===== src/rtl/ws2812_multi_driver.sv =====
// Parallel WS2812B serializer: N_STRINGS lanes shift pixels in lockstep from a one-entry
// holding register, with cycle-programmable bit timing, a latch gap and underflow flagging.

module ws2812_lane #(
  parameter int BITS_PER_LED = 24,
  parameter int CW           = 7,
  parameter int T0H_CYC      = 40,
  parameter int T1H_CYC      = 80
) (
  input  logic                    clk_100,
  input  logic                    rst_n,
  input  logic                    load,
  input  logic                    shift,
  input  logic                    en,
  input  logic [CW-1:0]           cyc,
  input  logic [BITS_PER_LED-1:0] pix,
  output logic                    sdi
);
  localparam logic [CW-1:0] T0H = CW'(T0H_CYC);
  localparam logic [CW-1:0] T1H = CW'(T1H_CYC);

  logic [BITS_PER_LED-1:0] sr;

  always_ff @(posedge clk_100) begin
    if (!rst_n) begin
      sr  <= '0;
      sdi <= 1'b0;
    end else begin
      if (load)       sr <= pix;
      else if (shift) sr <= sr << 1;
      sdi <= en && (cyc < (sr[BITS_PER_LED-1] ? T1H : T0H));
    end
  end
endmodule

module ws2812_multi_driver #(
  parameter int N_STRINGS         = 2,
  parameter int N_LEDS_PER_STRING = 8,
  parameter int BITS_PER_LED      = 24,
  parameter int TBIT_CYC          = 125,
  parameter int T0H_CYC           = 40,
  parameter int T1H_CYC           = 80,
  parameter int RESET_CYC         = 6000
) (
  input  logic                              clk_100,
  input  logic                              rst_n,
  input  logic                              s_valid,
  output logic                              s_ready,
  input  logic [N_STRINGS*BITS_PER_LED-1:0] s_data,
  input  logic                              underflow_clr,
  output logic [N_STRINGS-1:0]              led_sdi,
  output logic                              busy,
  output logic                              frame_done,
  output logic                              underflow
);
  localparam int CMAX = (TBIT_CYC > RESET_CYC) ? TBIT_CYC : RESET_CYC;
  localparam int CW   = $clog2(CMAX);
  localparam int BW   = ($clog2(BITS_PER_LED) > 0) ? $clog2(BITS_PER_LED) : 1;
  localparam int PW   = ($clog2(N_LEDS_PER_STRING) > 0) ? $clog2(N_LEDS_PER_STRING) : 1;
  localparam logic [CW-1:0] TBIT_M1 = CW'(TBIT_CYC - 1);
  localparam logic [CW-1:0] RST_M1  = CW'(RESET_CYC - 1);
  localparam logic [BW-1:0] BIT_M1  = BW'(BITS_PER_LED - 1);
  localparam logic [PW-1:0] PIX_M1  = PW'(N_LEDS_PER_STRING - 1);

  generate
    if (!(T0H_CYC < T1H_CYC && T1H_CYC < TBIT_CYC && RESET_CYC >= 2 && N_STRINGS >= 1))
      begin : g_bad_params
        $error("ws2812_multi_driver: illegal timing/string parameters");
      end
  endgenerate

  typedef enum logic [1:0] {IDLE, SHIFT, LATCH} state_t;

  state_t  state, state_nxt;
  logic [CW-1:0] cyc, cyc_nxt;
  logic [BW-1:0] bitc, bit_nxt;
  logic [PW-1:0] pix, pix_nxt;
  logic [N_STRINGS-1:0][BITS_PER_LED-1:0] hold_data;
  logic hold_valid, hold_valid_nxt, accept;
  logic load, shift, uf_evt, fd_nxt;

  assign accept = s_valid & s_ready;

  always_comb begin
    state_nxt = state;
    cyc_nxt   = cyc;
    bit_nxt   = bitc;
    pix_nxt   = pix;
    load      = 1'b0;
    shift     = 1'b0;
    uf_evt    = 1'b0;
    fd_nxt    = 1'b0;
    case (state)
      IDLE: if (hold_valid) begin
        state_nxt = SHIFT;
        load      = 1'b1;
        cyc_nxt   = '0;
        bit_nxt   = '0;
        pix_nxt   = '0;
      end
      SHIFT: if (cyc == TBIT_M1) begin
        cyc_nxt = '0;
        if (bitc == BIT_M1) begin
          bit_nxt = '0;
          if (pix != PIX_M1 && hold_valid) begin
            load    = 1'b1;
            pix_nxt = pix + 1'b1;
          end else begin
            // starved before the last pixel: abandon the frame and latch what was sent
            uf_evt    = (pix != PIX_M1);
            state_nxt = LATCH;
          end
        end else begin
          bit_nxt = bitc + 1'b1;
          shift   = 1'b1;
        end
      end else begin
        cyc_nxt = cyc + 1'b1;
      end
      LATCH: if (cyc == RST_M1) begin
        fd_nxt    = 1'b1;
        state_nxt = IDLE;
        cyc_nxt   = '0;
      end else begin
        cyc_nxt = cyc + 1'b1;
      end
      default: state_nxt = IDLE;
    endcase
  end

  // load and accept are exclusive: one needs hold full, the other hold empty
  always_comb begin
    hold_valid_nxt = hold_valid;
    if (load)        hold_valid_nxt = 1'b0;
    else if (accept) hold_valid_nxt = 1'b1;
  end

  always_ff @(posedge clk_100) begin
    if (!rst_n) begin
      state      <= IDLE;
      cyc        <= '0;
      bitc       <= '0;
      pix        <= '0;
      hold_valid <= 1'b0;
      s_ready    <= 1'b0;
      busy       <= 1'b0;
      frame_done <= 1'b0;
      underflow  <= 1'b0;
    end else begin
      state      <= state_nxt;
      cyc        <= cyc_nxt;
      bitc       <= bit_nxt;
      pix        <= pix_nxt;
      hold_valid <= hold_valid_nxt;
      s_ready    <= ~hold_valid_nxt;
      busy       <= (state_nxt != IDLE);
      frame_done <= fd_nxt;
      if (uf_evt)             underflow <= 1'b1;
      else if (underflow_clr) underflow <= 1'b0;
    end
  end

  always_ff @(posedge clk_100) begin
    if (accept) hold_data <= s_data;
  end

  generate
    for (genvar k = 0; k < N_STRINGS; k++) begin : g_lane
      ws2812_lane #(
        .BITS_PER_LED(BITS_PER_LED), .CW(CW), .T0H_CYC(T0H_CYC), .T1H_CYC(T1H_CYC)
      ) u_lane (
        .clk_100(clk_100), .rst_n(rst_n), .load(load), .shift(shift),
        .en(state == SHIFT), .cyc(cyc), .pix(hold_data[k]), .sdi(led_sdi[k])
      );
    end
  endgenerate
endmodule


===== config.mk =====
export PLATFORM = sky130hd
export DESIGN_NAME = ws2812_multi_driver
export DESIGN_NICKNAME = d
export VERILOG_FILES = /design/src/rtl/ws2812_multi_driver.sv
export SDC_FILE = /design/constraint.sdc
export NUM_CORES = 1
export LEC_CHECK = 0
export ABC_CLOCK_PERIOD_IN_PS = 4600
export CAP_MARGIN = 25
export CORE_MARGIN = 2
export CORE_UTILIZATION = 55
export CTS_CLUSTER_SIZE = 14
export DETAILED_ROUTE_END_ITERATION = 10
export GPL_ROUTABILITY_DRIVEN = 0
export HOLD_SLACK_MARGIN = 0.08
export PLACE_DENSITY = 0.88
export SYNTH_ARGS = -nofsm -noshare
export SYNTH_HDL_FRONTEND = slang
export SYNTH_HIERARCHICAL = 1
export SYNTH_SLANG_ARGS = --single-unit

===== constraint.sdc =====
create_clock -name clk_100 -period 4.6 [get_ports clk_100]
set_clock_uncertainty 0.05 [all_clocks]
set_input_delay 0.92 -clock clk_100 [delete_from_list [all_inputs] [get_ports clk_100]]
set_output_delay 0.92 -clock clk_100 [all_outputs]
set_load 0.02 [all_outputs]

==> flow_summary.json, run 1 <==
{
  "status": "completed",
  "vias": 4038,
  "path_class": "flop to flop",
  "cap_violations": 0,
  "final_nets": 647,
  "drive_above_1_share": 0.08953,
  "hp-class": "flop to flop",
  "setup_tns_ns": 0,
  "final_cell_mix": "78 x dfxtp_1, 66 x nand2_1, 57 x clkdlybuf4s50_1",
  "clk_transition_reported_paths_ns": 0.05,
  "numPortBuffers": 57,
  "grt_pass1_vias": 4075,
  "layout-area-overhead-vs-synth_pct": 20.66,
  "route.detailed.drc": 0,
  "cts_buffers": 17,
  "hold_viol": 0,
  "place_inst": 696,
  "p_leak_nw": 2.380,
  "vias_per_cell": 5.547,
  "clock_sinks": 126,
  "fmax_ghz": 0.2839,
  "synth_compound_area_frac": 0.09646,
  "cts_hold_buffers": 0,
  "fin_cells": 728,
  "muxShareOfSynthArea": 0.1022,
  "synthFlopType": "dfxtp_1",
  "avgRoutedWirePerCell_um": 15.25,
  "critPathMaxStageDelay_ns": 0.75,
  "synth_xor_area_frac": 0.001549,
  "grt_pass1_wl_mm": 18.60,
  "yosys_warnings": 6,
  "start_kind": "flop",
  "die_area_um2": 11110,
  "syn_avg_cell_area_um2": 10.79,
  "cts.root.buffer_cell": "clkbuf_8",
  "die-width_um": 105.4,
  "fin_area_um2": 6824,
  "synth_cells": 524,
  "drt_iter0_markers": 190,
  "placed_cell_area_um2": 6231,
  "yosys.area_share.simple": 0.1858,
  "critPathMaxFanout": 26,
  "finalWirelength_mm": 11.10,
  "fin_crit_sh": 0.7656,
  "row_count": 37,
  "total_power_mw": 2.679,
  "syn_nets": 592,
  "first_pass_iters": 4,
  "ys_types": 54,
  "grt_usage": 0.2088,
  "synth_top_family_by_area": "simple AND/OR/NAND/NOR gates",
  "crit_chain": "inv_1 > ha_1 > or3b_2 > or4_4 > nor2_4 > buf_4 > mux2i_1 > o21ai_1 > and2_1",
  "synth_seq_cells": 126,
  "ant_nets": 0,
  "place_ws_ns": 1.192,
  "postCtsSetupRepairBufs": 0,
  "cts_tree": "done",
  "cts_buffer_depth": 2,
  "slowest_stage": "nor2_4",
  "ios": 58,
  "diodes": 0,
  "drv_slew": 0,
  "clk_latency_ns": 0.51,
  "worst_pin_slew_ns": 0.9838,
  "cts_resized": 0,
  "rsz0062_at_grt": "no",
  "period_minus_slack_ns": 3.522,
  "htreeDepth": 4,
  "async_flop_share": 0,
  "syn_area_um2": 5655,
  "whs_ns": 0.4443,
  "coreArea_um2": 10140,
  "hpwl_mm": 6.966,
  "synthAdderAreaFrac": 0.03540,
  "synth_seq_area_share": 0.5310,
  "final_util": 0.6731,
  "setup_viol": 0,
  "grt_max_degree": 59,
  "antenna_found_initial": 0,
  "die_y_um": 105.4,
  "ir_drop_mv": 0.3137,
  "overflow": 0,
  "crit_arrival_ns": 3.86,
  "layout_commonest_cell": "dfxtp_1",
  "layout_setup_ws_ns": 1.078,
  "cellPowerDensity_nw_per_um2": 392.5,
  "slew_headroom": 0.3432,
  "cp.required_ns": 4.94,
  "critPathCaptureType": "flop",
  "synth_edf_count": 48,
  "initial_core_util": 0.5578
}
critical path, delay by kind of cell (launching register included):
kind	cells	cell delay, ns
AND/OR/NAND/NOR	4	2.02
adder cells (fa/ha/maj)	1	0.14
flip-flops	1	0.34
buffers and inverters	2	0.47
AO/OA/AOI/OAI	1	0.12
multiplexers	1	0.27
sequential cells by signal, indices dropped and copies added, names as in the netlist:
name / flops
s_ready: 1
underflow: 1
hold_valid: 1
busy: 1
bitc: 5
g_lane.u_lane/sr: 48
hold_data: 48
cyc: 13
pix: 3
state: 2
frame_done: 1
g_lane.u_lane/sdi: 2
synth_stat cells (all sizes together), types with 4 or more instances:
cell	n	area share
o21ai	52	0.046
nor3	4	0.0035
and3	4	0.0044
dfxtp	78	0.28
clkbuf	11	0.010
nand2	66	0.044
mux2i	54	0.096
o41ai	4	0.010
edfxtp	48	0.25
a21oi	16	0.014
and2	50	0.055
inv	14	0.0093
nand3	13	0.012
nor2	14	0.0093
nand2b	7	0.0077
buf	14	0.028
nand4	8	0.0088
ha	16	0.035
a31oi	4	0.0044
nor2b	4	0.0044
final timing paths:
kind               start                      end  slack [ns]  cells after the start
setup / recovery  cyc[0]  g_lane[1].u_lane/sr[13]        1.08                      9
hold / removal    pix[2]                   pix[2]        0.44                      1
setup reg to reg  cyc[0]  g_lane[1].u_lane/sr[13]        1.08                      9
hold reg to reg   pix[2]                   pix[2]        0.44                      1
cell families after synthesis:
logic type      after synthesis
compound gates               91
xor+xnor                      1
fa+ha+maj                    16
buf+inv                      39
flops                       126
mux                          57
simple gates                194
area by class of cell:
class                   count  area (um2)
clock buffers              18       427.9
clock inverters            14       165.2
repair buffers             61       613.1
fillers                   683        3314
flip-flops and latches    126        3003
multi-input cells         359        2392
inverters                  14       52.55
well taps                 136       170.2
report_power, final:
group	leakage (nW)	switching (mW)	internal, mW	total (mW)
Sequential	1.08	0.0164	1.20	1.21
Clock	0.283	0.479	0.837	1.32
Combinational	1.02	0.0749	0.0727	0.148
Total	2.38	0.571	2.11	2.68
routing by layer:
metal	up-vias	GRT usage	wire length (um)
met5	-	0	0
met4	0	0.06667	151
met3	21	0.05318	580
met2	124	0.3788	5805
met1	1918	0.2393	4562
li1	1975	-	-
No activity file was read; power rests on OpenSTA's default activity.
==> run 2, diff against run 1 <==
--- a/config.mk
+++ b/config.mk
@@ -5,15 +5,15 @@
 export SDC_FILE = /design/constraint.sdc
 export NUM_CORES = 1
 export LEC_CHECK = 0
-export ABC_CLOCK_PERIOD_IN_PS = 4600
+export ABC_CLOCK_PERIOD_IN_PS = 2800
 export CAP_MARGIN = 25
 export CORE_MARGIN = 2
-export CORE_UTILIZATION = 55
+export CORE_UTILIZATION = 51
 export CTS_CLUSTER_SIZE = 14
 export DETAILED_ROUTE_END_ITERATION = 10
 export GPL_ROUTABILITY_DRIVEN = 0
 export HOLD_SLACK_MARGIN = 0.08
-export PLACE_DENSITY = 0.88
+export PLACE_DENSITY = 0.86
 export SYNTH_ARGS = -nofsm -noshare
 export SYNTH_HDL_FRONTEND = slang
 export SYNTH_HIERARCHICAL = 1
==> constraint.sdc (replaced) <==
create_clock -name clk_100 -period 2.8 [get_ports clk_100]
set_clock_uncertainty 0.05 [all_clocks]
set_input_delay 0.56 -clock clk_100 [delete_from_list [all_inputs] [get_ports clk_100]]
set_output_delay 0.56 -clock clk_100 [all_outputs]
set_load 0.02 [all_outputs]
==> flow_summary.json, run 2 (same netlist as run 1, synthesis figures left out) <==
{
  "worst_pin_slew_ns": 0.8057,
  "grt_max_degree": 59,
  "drv_slew": 0,
  "first_pass_iters": 5,
  "cap_violations": 0,
  "final_cell_mix": "77 x dfxtp_1, 66 x nand2_1, 57 x clkdlybuf4s50_1",
  "nFillCells": 771,
  "htreeDepth": 4,
  "coreArea_um2": 10840,
  "finalWirelength_mm": 12.12,
  "internal_power_mw": 3.212,
  "die_area_um2": 11950,
  "clk_transition_reported_paths_ns": 0.05,
  "cts_buffers": 17,
  "die-width_um": 109.3,
  "ant_nets": 0,
  "route.detailed.drc": 0,
  "grt_pass1_wl_mm": 18.58,
  "hp-class": "flop to flop",
  "crit_arrival_ns": 3.09,
  "ir_drop_mv": 0.4313,
  "grt_pass1_vias": 4046,
  "slew_headroom": 0.4579,
  "vias": 4207,
  "period_minus_slack_ns": 2.739,
  "whs_ns": 0.4384,
  "ios": 58,
  "avgRoutedWirePerCell_um": 16.12,
  "final_util": 0.6519,
  "overflow": 0,
  "p_leak_nw": 2.488,
  "fmax_ghz": 0.3651,
  "reg_top3": "g_lane.u_lane/sr x48, hold_data x48, cyc x13",
  "clkPwrFrac": 0.446,
  "grt_usage": 0.2026,
  "cts_hold_buffers": 0,
  "drt_iter0_markers": 256,
  "clk_latency_ns": 0.52,
  "layout-area-overhead-vs-synth_pct": 24.96,
  "numPortBuffers": 57,
  "final_nets": 667,
  "p_seq_frac": 0.486,
  "swShare": 0.2189,
  "cts_buffer_depth": 2,
  "cts.root.buffer_cell": "clkbuf_8",
  "hpwl_mm": 7.509,
  "start_kind": "flop",
  "initial_core_util": 0.5217,
  "layout_commonest_cell": "dfxtp_1",
  "vias_per_cell": 5.594,
  "fin_crit_sh": 0.9782,
  "critPathCaptureType": "flop",
  "hold_viol": 0,
  "cts_tree": "done",
  "antenna_found_initial": 0,
  "setup_viol": 0,
  "status": "completed",
  "drive_above_1_share": 0.1144,
  "die_y_um": 109.3,
  "cellPowerDensity_nw_per_um2": 581.8,
  "pwr-share-comb": 0.068,
  "diodes": 0,
  "row_count": 38,
  "cp.required_ns": 3.15,
  "switchingPower_mw": 0.9001,
  "critPathMaxFanout": 18,
  "clock_sinks": 126,
  "path_class": "flop to flop"
}
[run 2: path summary, 6_finish.rpt]
check	from	endpoint	slack (ns)	cells after the start
max	cyc[1]	g_lane[0].u_lane/sr[14]	0.06	9
min	pix[1]	pix[1]	0.44	1
max reg2reg	cyc[1]	g_lane[0].u_lane/sr[14]	0.06	9
min reg2reg	pix[1]	pix[1]	0.44	1
[run 2: worst max-delay path, stage by stage (launching register included)]
cell       delay (ns)
dfxtp_2          0.34
inv_2            0.06
ha_1             0.12
or3b_4           0.38
or4_4            0.55
o41ai_4          0.29
and2_4           0.37
clkbuf_16        0.23
o21ai_1          0.07
and2_1           0.17
[run 2: what timing repair did]
action                     CTS  global route
setup endpoints to repair    0            47
setup buffers                0             2
gates resized for setup      0             5
[run 2: power groups by stage]
| stage | Combinational (mW) | Sequential (mW) | Clock (mW) |
|---|---|---|---|
| after global placement | 0.239 | 2.03 | 0 |
| after global routing | 0.305 | 2.00 | 1.96 |
| after CTS | 0.253 | 2.00 | 1.87 |
| after floorplan | 0.128 | 2.03 | 0 |
| after detailed placement | 0.250 | 2.03 | 0 |
| final | 0.281 | 2.00 | 1.83 |
[run 2: cell type report]
class                      count  area, um2  area share
clock inverter                 8      42.54    0.006020
multi-input combinational    360       2415      0.3417
inverter                      14      52.55    0.007436
tap                          140      175.2     0.02479
timing repair buffer          80      927.1      0.1312
sequential                   126       3004      0.4251
clock buffer                  24      450.4     0.06374
[run 2: per-layer routing]
metal	GRT usage	share of wire	routed length [um]	vias to the layer above
met5	0	0	0	-
met1	0.2361	0.41	4923	2004
li1	-	-	-	2022
met4	0.09313	0.021	259	0
met3	0.06046	0.053	646	24
met2	0.3438	0.52	6291	157
[run 2: stage by stage]
| step | total power, mW | setup WS (ns) | TNS [ns] | instances | cell area [um2] |
|---|---|---|---|---|---|
| 6_report | 4.112 | 0.06104 | 0 | 752 | 7067 |
| 5_1_grt | 4.262 | -0.01931 | -0.01931 | 752 | 7067 |
| 4_1_cts | 4.117 | 0.002330 | 0 | 742 | 6868 |
| 3_5_place_dp | 2.283 | 0.02815 | 0 | 710 | 6375 |
| 3_3_place_gp | 2.268 | 0.1492 | 0 | 710 | 6375 |
| 2_1_floorplan | 2.154 | 0.03727 | 0 | 524 | 5658 |
